<file path="config.mk">
export PLATFORM = sky130hd
export DESIGN_NAME = playback_sequencer
export DESIGN_NICKNAME = d
export VERILOG_FILES = /design/src/rtl/playback_sequencer.sv
export SDC_FILE = /design/constraint.sdc
export NUM_CORES = 1
export LEC_CHECK = 0
export ABC_AREA = 1
export ABC_CLOCK_PERIOD_IN_PS = 1850
export CORE_ASPECT_RATIO = 1.1
export CORE_MARGIN = 1
export CORE_UTILIZATION = 52
export DETAILED_ROUTE_END_ITERATION = 6
export PLACE_DENSITY_LB_ADDON = 0.1
export SYNTH_ARGS = -nofsm -noshare
export SYNTH_HDL_FRONTEND = slang
export SYNTH_SLANG_ARGS = --single-unit
</file>
<file path="constraint.sdc">
create_clock -name clk -period 1.85 [get_ports clk]
set_input_delay 0.37 -clock clk [delete_from_list [all_inputs] [get_ports clk]]
set_output_delay 0.37 -clock clk [all_outputs]
set_load 0.02 [all_outputs]
</file>
<file path="src/rtl/playback_sequencer.sv">
// Sample playback controller: paces ROM fetches at the sample rate and hands samples to PWM.
// Optional pause support (cmd_pause port, PAUSE state) is enabled by defining PLAYBACK_PAUSE_EN.
module playback_sequencer #(
    parameter int unsigned ADDR_W    = 16,
    parameter int unsigned TRACK_LEN = 4096,
    parameter int unsigned CLK_DIV   = 1024
) (
    input  logic              clk,
    input  logic              rst_n,
    input  logic              ena,
    input  logic              cmd_play,
    input  logic              cmd_stop,
`ifdef PLAYBACK_PAUSE_EN
    input  logic              cmd_pause,
`endif
    input  logic              loop_en,
    input  logic [1:0]        track_sel,
    output logic              rom_req,
    output logic [ADDR_W-1:0] rom_addr,
    input  logic              rom_ack,
    input  logic [15:0]       rom_data,
    output logic [15:0]       sample_out,
    output logic              sample_valid,
    output logic              busy,
    output logic              done
);

    localparam int unsigned IDX_W = (TRACK_LEN > 1) ? $clog2(TRACK_LEN) : 1;
    localparam int unsigned CNT_W = $clog2(CLK_DIV);
    localparam logic [IDX_W-1:0] LAST_IDX = IDX_W'(TRACK_LEN - 1);
    localparam logic [CNT_W-1:0] LAST_CNT = CNT_W'(CLK_DIV - 1);

`ifdef PLAYBACK_PAUSE_EN
    typedef enum logic [2:0] {StIdle, StWait, StReq, StEnd, StPause} state_t;
`else
    typedef enum logic [1:0] {StIdle, StWait, StReq, StEnd} state_t;
`endif

    state_t           state_q;
    logic [CNT_W-1:0] cnt_q;
    logic [IDX_W-1:0] index_q;
    logic [1:0]       track_q;
    logic             tick;
    logic             last_idx;
    logic             count_en;
`ifdef PLAYBACK_PAUSE_EN
    logic             pause_pend_q;
`endif

    // Track base sits in the top two address bits; the index fills the low bits.
    function automatic logic [ADDR_W-1:0] track_addr(input logic [1:0] trk,
                                                     input logic [IDX_W-1:0] idx);
        return {trk, {(ADDR_W-2){1'b0}}} + ADDR_W'(idx);
    endfunction

    assign tick     = (cnt_q == LAST_CNT);
    assign last_idx = (index_q == LAST_IDX);

`ifdef PLAYBACK_PAUSE_EN
    assign count_en = (state_q != StIdle) && (state_q != StPause);
`else
    assign count_en = (state_q != StIdle);
`endif

    always_ff @(posedge clk or negedge rst_n) begin
        if (!rst_n) begin
            state_q      <= StIdle;
            cnt_q        <= '0;
            index_q      <= '0;
            track_q      <= '0;
            rom_req      <= 1'b0;
            rom_addr     <= '0;
            sample_out   <= '0;
            sample_valid <= 1'b0;
            busy         <= 1'b0;
            done         <= 1'b0;
`ifdef PLAYBACK_PAUSE_EN
            pause_pend_q <= 1'b0;
`endif
        end else begin
            sample_valid <= 1'b0;
            done         <= 1'b0;
            if (ena) begin
                // Free-running while busy; ticks that land outside WAIT are simply dropped.
                if (count_en) begin
                    cnt_q <= tick ? '0 : cnt_q + 1'b1;
                end
                if (cmd_stop && (state_q != StIdle)) begin
                    state_q <= StIdle;
                    rom_req <= 1'b0;
                    busy    <= 1'b0;
`ifdef PLAYBACK_PAUSE_EN
                    pause_pend_q <= 1'b0;
`endif
                end else begin
                    case (state_q)
                        StIdle: begin
                            if (cmd_play && !cmd_stop) begin
                                track_q  <= track_sel;
                                index_q  <= '0;
                                cnt_q    <= '0;
                                rom_addr <= track_addr(track_sel, '0);
                                rom_req  <= 1'b1;
                                busy     <= 1'b1;
                                state_q  <= StReq;
                            end
                        end
                        StWait: begin
`ifdef PLAYBACK_PAUSE_EN
                            if (cmd_pause) begin
                                state_q <= StPause;
                            end else
`endif
                            if (tick) begin
                                rom_addr <= track_addr(track_q, index_q);
                                rom_req  <= 1'b1;
                                state_q  <= StReq;
                            end
                        end
                        StReq: begin
                            if (rom_ack) begin
                                sample_out   <= rom_data;
                                sample_valid <= 1'b1;
                                rom_req      <= 1'b0;
`ifdef PLAYBACK_PAUSE_EN
                                pause_pend_q <= 1'b0;
`endif
                                if (last_idx) begin
                                    state_q <= StEnd;
                                end else begin
                                    index_q <= index_q + 1'b1;
`ifdef PLAYBACK_PAUSE_EN
                                    state_q <= (pause_pend_q || cmd_pause) ? StPause : StWait;
`else
                                    state_q <= StWait;
`endif
                                end
                            end
`ifdef PLAYBACK_PAUSE_EN
                            else if (cmd_pause) begin
                                pause_pend_q <= 1'b1;
                            end
`endif
                        end
                        StEnd: begin
                            if (loop_en) begin
                                index_q <= '0;
                                state_q <= StWait;
                            end else begin
                                done    <= 1'b1;
                                busy    <= 1'b0;
                                state_q <= StIdle;
                            end
                        end
`ifdef PLAYBACK_PAUSE_EN
                        StPause: begin
                            if (cmd_pause) begin
                                state_q <= StWait;
                            end
                        end
`endif
                        default: begin
                            state_q <= StIdle;
                            rom_req <= 1'b0;
                            busy    <= 1'b0;
                        end
                    endcase
                end
            end
        end
    end

endmodule

</file>
==> flow_summary.json <==
{
  "finalSetupViolCount": 0,
  "grt_setup_unrepaired": "no",
  "ctsResizeCount": 0,
  "fmax_mhz": 586.7,
  "dpl_cell_area_sq_um": 3949,
  "status": "complete, no violations",
  "fin_ws_ps": 145.6,
  "ys_warn_count": 0,
  "layout_common_cells": "nand2_1, dfrtp_1, clkdlybuf4s50_1",
  "cap_violations": 0,
  "num_vias": 2773,
  "critPathLaunch": "rom_addr[8]",
  "crit_buf_inv": 1,
  "rrSetupSlack_ps": 170,
  "fin_crit_sh_pct": 92.13,
  "antenna_found_initial": 0,
  "crit_path_max_incr_delay_ps": 620,
  "pin_count": 61,
  "critPathMaxFanout": 2,
  "ff2ff_path_depth": 9,
  "rows": 29,
  "hold_viol_final": 0,
  "worst-path-stages": 1,
  "syn_avg_cell_area_sq_um": 8.106,
  "slowest_stage": "clkdlybuf4s50_1",
  "synth.distinct_cells": 33,
  "synth.top_cell.area_share_pct": 46.89,
  "cts_num_sinks": 60,
  "end_kind": "primary output",
  "power_leakage_uw": 0.001975,
  "required_ps": 1480,
  "wl_microns": 7211,
  "overflow": 0,
  "cts_made_buffers": 9,
  "dp_hpwl_microns": 5197,
  "clock_skew_ps": 7.660,
  "clkTransAtPathRegs_ps": 70,
  "slew_viol_final": 0,
  "powerDensity_nw_per_um2": 1280,
  "drive_above_1_share_pct": 15.90,
  "drtIter0Drc": 190,
  "cts_max_level": 3,
  "post-cts-setup-buffers": 0,
  "cts_tree": "done",
  "core-area_sq_um": 5842,
  "grt_max_degree": 61,
  "start_util_pct": 54.81,
  "irDropWorstVdd_v": 0.0007127,
  "die_h_microns": 84.30,
  "path_cells": "clkdlybuf4s50_1",
  "synth_area_leaders": "dfrtp_1, nand2_1, o21ai_2, inv_1, nand3_1",
  "dieWidth_microns": 76.82,
  "place_congestion": 0.8504,
  "clk_path_buf_depth": 2,
  "clock_latency_ps": 340,
  "postRouteAntennaNets": 0,
  "areaGrowthSynthToFinish_pct": 29.62,
  "critical_path.endpoint": "rom_addr[8]",
  "worstSetupPathType": "flop to primary output",
  "die_area_sq_um": 6476,
  "startpoint_type": "flop",
  "synth_seq_area_share_pct": 46.89,
  "syn-cell-area_sq_um": 3202,
  "diodes": 0,
  "grt_pass1_wl_microns": 12480,
  "wl_per_cell_microns": 12.99,
  "final_area_sq_um": 4150,
  "r2r-end": "rom_addr[14]",
  "drt_pass1_iterations": 4,
  "layout_min_cycle_time_ps": 1704,
  "grt_pass1_vias": 2730,
  "crit_family": "buffers and inverters",
  "via_per_inst": 4.996,
  "rr_startpoint": "cnt_q[0]",
  "io_buffer_count": 58,
  "synth_seq_cells": 60,
  "clock-root-buffer": "clkbuf_8",
  "crit_arrival_ps": 1330,
  "grt_use_total_pct": 24.59,
  "synth_top_cell_by_area": "dfrtp_1",
  "dp_slack_ps": -20.86,
  "drc": 0,
  "worstHoldPathType": "primary input to async pin",
  "setup_tns_ps": 0,
  "hold_buffers": 0,
  "final_common_cell": "nand2_1",
  "syn_inst": 395,
  "final_nets": 500
}
## through the flow
| stage | util, % | std cells | total power (uW) | hold slack, ps |
|---|---|---|---|---|
| detailed placement | 67.59 | 539 | 4133 | 402.8 |
| floorplan | - | 396 | 3245 | 74.41 |
| global placement | 67.59 | 539 | 4080 | 399.3 |
| finish | 71.04 | 555 | 5311 | 25.22 |
| global route | 71.04 | 555 | 5638 | 59.79 |
| CTS | 71.04 | 555 | 5349 | 32.91 |
## where the power goes
part / leakage [uW] / internal [uW] / switching, uW
combinational: 0.00108 / 954 / 1290
clock: 0.0000983 / 655 / 536
sequential: 0.000795 / 1640 / 243
total: 0.00197 / 3240 / 2070
## layer usage
metal,global-route usage (%),wire (microns),vias to the layer above
li1,-,-,1394
met1,30.26,3154,1304
met2,42.05,3641,63
met3,5.000,288,12
met4,10.14,126,0
met5,0,0,-
## worst min path at each step
stage,start,end,slack [ps]
after floorplan,rst_n,busy,70
after global placement,rst_n,cnt_q[7],400
after detailed placement,rst_n,cnt_q[4],400
after CTS,rst_n,cnt_q[4],30
after global routing,rst_n,cnt_q[8],60
final,rst_n,cnt_q[4],30
## flip-flops by register name, indices dropped and copies added, names as in the netlist, 2 cells and up
| register | cells |
|---|---|
| sample_out | 16 |
| rom_addr | 14 |
| index_q | 12 |
| cnt_q | 10 |
| state_q | 2 |
| track_q | 2 |
## kinds of logic after synthesis
group / synth area share, %
AND/OR/NAND/NOR: 32.90
flip-flops: 46.89
buffers and inverters: 7.893
AO/OA/AOI/OAI: 8.948
XOR/XNOR: 2.462
adder cells (fa/ha/maj): 0.7814
other: 0.1171
## Yosys cell counts, drive strengths merged
library cell  instances
xor2                  9
a31oi                 2
nand2               162
dfrtp                60
nand4                 8
buf                  11
conb                  1
o211ai                1
inv                  35
nor3                  3
o21ai                33
clkbuf                2
a21oi                 3
o21bai                3
ha                    2
clkinv                1
nor2                 32
nand3b                1
nand3                26
## layout make-up
class                           count  area, sq um
Timing Repair Buffer               79        758.2
Multi-Input combinational cell    287         1451
Tap cell                           77        96.34
Inverter                           36        141.4
Sequential cell                    60         1501
Clock inverter                      6        63.81
Clock buffer                       10        137.6
Fill cell                         466         1692
No activity file was read; power rests on OpenSTA's default activity.
